**config.mk**
```make
export PLATFORM = sky130hd
export DESIGN_NAME = hazard_ctrl
export DESIGN_NICKNAME = d
export VERILOG_FILES = /design/src/rtl/hazard_ctrl.sv
export SDC_FILE = /design/constraint.sdc
export NUM_CORES = 1
export LEC_CHECK = 0
export CAP_MARGIN = 20
export CORE_UTILIZATION = 44
export CTS_BUF_LIST = sky130_fd_sc_hd__clkbuf_16
export DETAILED_ROUTE_END_ITERATION = 7
export MAX_ROUTING_LAYER = met4
export PLACE_DENSITY = 0.87
export REMOVE_ABC_BUFFERS = 1
export SLEW_MARGIN = 10
export SYNTH_ARGS = -nofsm -noshare
export SYNTH_HDL_FRONTEND = slang
export SYNTH_SLANG_ARGS = --single-unit
```
**constraint.sdc**
```tcl
create_clock -name clk -period 2.9 [get_ports clk]
set_clock_uncertainty 0.15 [all_clocks]
set_input_delay 0.29 -clock clk [delete_from_list [all_inputs] [get_ports clk]]
set_output_delay 0.29 -clock clk [all_outputs]
set_load 0.02 [all_outputs]
```
**src/rtl/hazard_ctrl.sv**
```systemverilog
// Pipeline hazard controller: stall/flush/bubble controls plus forwarding selects.
// Latency: stage controls and forwards are combinational; md_busy/stall_cycles come from registers.
// Backpressure: a stall holds PC and IF/ID and injects a bubble into ID/EX; a taken jump flushes IF/ID only when unstalled.
//
// Ports:
//   clk, rst_n                           core clock, async active-low reset
//   id_*                                 sources/flags of the instruction in ID
//   ex_*, mem_*, wb_*                    producer info of the EX/MEM/WB instructions
//   pc_en, ifid_en, ifid_clr, idex_clr   stage register enables and clears
//   fwd_id_a/b                           ID branch comparator takes the MEM result
//   fwd_ex_a/b                           ALU operand source: 00 regfile, 01 MEM, 10 WB
//   md_busy, stall_cycles                MDU busy flag and saturating stall counter
module hazard_ctrl #(
  parameter int MULT_CYC = 5,
  parameter int DIV_CYC  = 10
) (
  input  logic        clk,
  input  logic        rst_n,
  input  logic [4:0]  id_rs,
  input  logic [4:0]  id_rt,
  input  logic        id_rs_read,
  input  logic        id_rt_read,
  input  logic        id_branch,
  input  logic        id_md,
  input  logic        id_jump_taken,
  input  logic [4:0]  ex_rs,
  input  logic [4:0]  ex_rt,
  input  logic [4:0]  ex_rd,
  input  logic        ex_regwrite,
  input  logic        ex_memread,
  input  logic        ex_md_start,
  input  logic        ex_md_div,
  input  logic [4:0]  mem_rd,
  input  logic        mem_regwrite,
  input  logic        mem_memread,
  input  logic [4:0]  wb_rd,
  input  logic        wb_regwrite,
  output logic        pc_en,
  output logic        ifid_en,
  output logic        ifid_clr,
  output logic        idex_clr,
  output logic        fwd_id_a,
  output logic        fwd_id_b,
  output logic [1:0]  fwd_ex_a,
  output logic [1:0]  fwd_ex_b,
  output logic        md_busy,
  output logic [31:0] stall_cycles
);

  localparam logic [3:0] MULT_LD = 4'(MULT_CYC);
  localparam logic [3:0] DIV_LD  = 4'(DIV_CYC);

  localparam logic [1:0] SRC_RF  = 2'b00;
  localparam logic [1:0] SRC_MEM = 2'b01;
  localparam logic [1:0] SRC_WB  = 2'b10;

  // A producer feeds a consumer only if it really writes, the destination is
  // not $0, the numbers agree and the consumer actually reads that operand.
  function automatic logic hit(input logic       wr,
                               input logic [4:0] dst,
                               input logic [4:0] src,
                               input logic       rd);
    return wr && (dst != 5'd0) && (dst == src) && rd;
  endfunction

  logic [3:0] md_cnt;

  logic ex_hit_rs, ex_hit_rt;
  logic mem_hit_rs, mem_hit_rt;
  logic load_use_stall;
  logic branch_stall;
  logic md_stall;
  logic stall;

  always_comb begin
    ex_hit_rs  = hit(ex_regwrite, ex_rd, id_rs, id_rs_read);
    ex_hit_rt  = hit(ex_regwrite, ex_rd, id_rt, id_rt_read);
    mem_hit_rs = hit(mem_regwrite, mem_rd, id_rs, id_rs_read);
    mem_hit_rt = hit(mem_regwrite, mem_rd, id_rt, id_rt_read);

    load_use_stall = ex_memread && (ex_hit_rs || ex_hit_rt);

    // The ID comparator can only take a forward from MEM, and only for a
    // non-load; anything in EX, or a load in MEM, is not ready yet.
    branch_stall = id_branch &&
                   ((ex_hit_rs || ex_hit_rt) ||
                    (mem_memread && (mem_hit_rs || mem_hit_rt)));

    // The start cycle itself also counts as busy: the MDU result is not
    // available until the counter has drained.
    md_stall = id_md && (md_busy || ex_md_start);

    stall = load_use_stall || branch_stall || md_stall;
  end

  // Stage controls. A stalled jump must not flush IF/ID, otherwise the
  // instruction being held there would be lost; the flush happens later in
  // the cycle the jump finally resolves unstalled.
  always_comb begin
    pc_en    = ~stall;
    ifid_en  = ~stall;
    idex_clr = stall;
    ifid_clr = ~stall & id_jump_taken;
  end

  // Forwarding selects.
  always_comb begin
    fwd_id_a = ~mem_memread & mem_hit_rs;
    fwd_id_b = ~mem_memread & mem_hit_rt;

    fwd_ex_a = SRC_RF;
    if (hit(mem_regwrite, mem_rd, ex_rs, 1'b1))
      fwd_ex_a = SRC_MEM;
    else if (hit(wb_regwrite, wb_rd, ex_rs, 1'b1))
      fwd_ex_a = SRC_WB;

    fwd_ex_b = SRC_RF;
    if (hit(mem_regwrite, mem_rd, ex_rt, 1'b1))
      fwd_ex_b = SRC_MEM;
    else if (hit(wb_regwrite, wb_rd, ex_rt, 1'b1))
      fwd_ex_b = SRC_WB;
  end

  // MDU occupancy counter. A start while the counter is running is ignored;
  // the MDU stall keeps a second mult/div out of EX in that window.
  always_ff @(posedge clk or negedge rst_n) begin
    if (!rst_n) begin
      md_cnt <= 4'd0;
    end else if (ex_md_start && (md_cnt == 4'd0)) begin
      md_cnt <= ex_md_div ? DIV_LD : MULT_LD;
    end else if (md_cnt != 4'd0) begin
      md_cnt <= md_cnt - 4'd1;
    end
  end

  // Derived straight from the counter flop so an async reset drops it at once.
  assign md_busy = (md_cnt != 4'd0);

  // Stall performance counter, saturating.
  always_ff @(posedge clk or negedge rst_n) begin
    if (!rst_n) begin
      stall_cycles <= 32'd0;
    end else if (stall && (stall_cycles != 32'hFFFF_FFFF)) begin
      stall_cycles <= stall_cycles + 32'd1;
    end
  end

endmodule

```
==> impl_metrics.csv <==
group,metric,value,unit
worst_setup_path,critPathLaunch,"id_rt[0]",
layout,final_area,0.003640,mm2
power_and_ir_drop,power_density,527.3,mW/mm2
power_and_ir_drop,intPower,1.269,mW
status,status,"complete, no violations",
drt,final_antenna_net_count,0,
sta,rsz0062_at_grt,"false",
clock_network,path_clk_slew,0.05,ns
worst_setup_path,r2r_slack,0.26,ns
synthesis,yosysTopAreaCellShare,37.58,%
synthesis,synth_cell_types,41,
floorplan,rows,26,
synthesis,synth_area_leaders,"dfrtp_1, xor2_1, xnor2_1, nand3_1, nor4_1",
clock_network,cts_tree,"yes",
layout,mostFrequentLayoutCell,"clkdlybuf4s50_1",
run,drv_cap,0,
sta,setup_ws,0.1167,ns
floorplan,start_util,46.35,%
layout,layout-drive-gt1-share,11.08,%
global_route,globalRouteOverflowTotal,0,
power_and_ir_drop,irDropWorstVdd,0.0005783,V
global_route,grt_pass1_wl,10090,um
sta,worst_slew_pin_slew,0.4735,ns
power_and_ir_drop,clockPowerShare,25.7,%
synthesis,synth-seq-area-share,37.58,%
clock_network,cts_buffer_depth,2,
placed_design,io_buffers,91,
synthesis,ys.flop_type,"dfrtp_1",
power_and_ir_drop,p_switching,0.6505,mW
sta,setup_violations,0,
floorplan,die_y,75.82,um
power_and_ir_drop,p_sw_share,33.89,%
layout,fin_util,70.37,%
synthesis,synth.avg_cell_area,9.551,um2
floorplan,core-area,0.005172,mm2
sta,fin_crit,2.783,ns
floorplan,die_w,75.82,um
synthesis,syn-cell-area,0.002397,mm2
sta,fin_crit_sh,95.98,%
clock_network,cts_hold_buf,0,
power_and_ir_drop,power_frac_comb,36.7,%
layout,nets,412,
power_and_ir_drop,seq_power_share,37.6,%
global_route,antenna_found_initial,0,
clock_network,cts_sinks,36,
global_route,grt_pass1_vias,2204,
global_route,grt_util_all_layers,24.28,%
clock_network,clk_latency,0.28,ns
drt,via_per_inst,5.387,
sta,max_slew_margin,68.19,%
worst_setup_path,crit_type,"input pin to primary output",
drt,wl_per_cell,15.70,um
clock_network,cts.htree.levels,2,
power_and_ir_drop,p_leak,1.572,nW
worst_setup_path,reg2reg_depth,7,
sta,hold_slack,0.2765,ns
synthesis,ys_ff_latch,36,
layout,antennaDiodeCount,0,
placed_design,post-dp-hpwl,5072,um
worst_setup_path,r2r_end,"stall_cycles[11]",
floorplan,boundaryPins,92,
worst_setup_path,r2r_start,"stall_cycles[7]",
layout,area_growth,51.83,%
drt,drtPass1Iterations,4,
placed_design,place_area,0.003483,mm2
layout,final_cell_mix,"clkdlybuf4s50_1, xor2_1, dfrtp_1",
worst_setup_path,cp.arrival,2.34,ns
drt,vias,2322,
sta,final-hold-violation-count,0,
worst_setup_path,startpoint_type,"input pin",
worst_setup_path,required,2.46,ns
sta,finalMaxSlewViolations,0,
worst_setup_path,crit_end,"idex_clr",
clock_network,cts_setup_buffers,0,
worst_setup_path,end_kind,"primary output",
synthesis,yosys.area.top_type,"dfrtp_1",
placed_design,place_congestion,0.8558,
drt,drt_iter0_markers,91,
synthesis,ys_warn_count,0,
placed_design,pre_cts_slack,-0.2447,ns
drt,routed_wl,6765,um
worst_hold_path,min_path_type,"input pin to async pin",
drt,post-route-drc-count,0,
global_route,grt_start_max_net_pins,37,
synthesis,postSynthCellCount,251,
worst_setup_path,path_max_fanout,4,
sta,fmax,359.3,MHz
clock_network,cts_root_buffer,"clkbuf_16",
clock_network,numCtsBuffers,5,
synthesis,synth_edf_count,0,
synthesis,ys_async_sr_fraction,100.0,%
floorplan,dieArea,0.005748,mm2
## per-stage QoR
step | total power [mW] | instances | TNS, ns
2_1_floorplan | 1.063 | 238 | -0.2625
3_5_place_dp | 1.431 | 423 | -3.396
3_3_place_gp | 1.408 | 423 | -1.371
4_1_cts | 1.926 | 431 | 0
5_1_grt | 2.020 | 431 | 0
6_report | 1.919 | 431 | 0
## power groups by stage
| stage | clock network [mW] | logic (mW) | registers (mW) |
|---|---|---|---|
| floorplan | 0 | 0.274 | 0.788 |
| global placement | 0 | 0.686 | 0.722 |
| detailed placement | 0 | 0.704 | 0.727 |
| CTS | 0.502 | 0.702 | 0.722 |
| global route | 0.523 | 0.757 | 0.740 |
| finish | 0.494 | 0.704 | 0.722 |
## registers in the layout, summed over array words and instances, names as in the netlist
register / cells
md_cnt: 4
stall_cycles: 32
## synth_stat cells, types with 4 or more instances
| master | instances |
|---|---|
| nor3_1 | 13 |
| buf_2 | 5 |
| xor2_1 | 53 |
| nor4_1 | 14 |
| dfrtp_1 | 36 |
| o21ai_0 | 4 |
| nand2_1 | 17 |
| or4_1 | 5 |
| xnor2_1 | 17 |
| nor2_1 | 10 |
| nor4b_1 | 4 |
| inv_1 | 4 |
| nand3_1 | 20 |
| nand4_1 | 6 |
| and3_1 | 5 |
## cells by family after synthesis
logic type | Yosys count | synth area share [%]
buffers and inverters | 18 | 4.644
AO/OA/AOI/OAI | 15 | 4.071
adder cells (fa/ha/maj) | 3 | 1.566
XOR/XNOR | 71 | 26.25
flip-flops | 36 | 37.58
multiplexers | 2 | 0.8872
AND/OR/NAND/NOR | 106 | 25.00
## worst min path at each step
stage                       endpoint  slack, ns
floorplan                  md_cnt[0]      -0.16
global placement           md_cnt[3]       0.32
detailed placement   stall_cycles[5]       0.33
CTS                  stall_cycles[5]       0.30
global route        stall_cycles[27]       0.34
finish              stall_cycles[27]       0.28
## critical path, cell delays in order
cell             delay, ns
clkdlybuf4s50_1       0.43
xor2_1                0.18
nor4_1                0.32
nand3_1               0.16
a211o_1               0.28
and3_1                0.18
buf_4                 0.16
inv_2                 0.05
clkdlybuf4s15_1       0.29
## cell type report
cell class	count	area (um2)
clock inverters	3	11.26
well taps	70	87.58
flip-flops and latches	36	900.9
clock buffers	5	125.1
multi-input cells	197	1410
inverters	5	18.77
fillers	393	1533
repair buffers	115	1086
## per-layer routing
layer  track usage [%]  up-vias  wire, um
met2             44.15      101      3275
met3             5.026       10       610
li1                  -     1107         -
met5                 -        -         0
met1             26.76     1104      2783
met4             6.584        0        96
## what timing repair did
action                                  CTS  global route
pin swaps                                 1             2
resized for setup                         8            10
endpoints found under the setup margin    7            13
No activity file was read; power rests on OpenSTA's default activity.
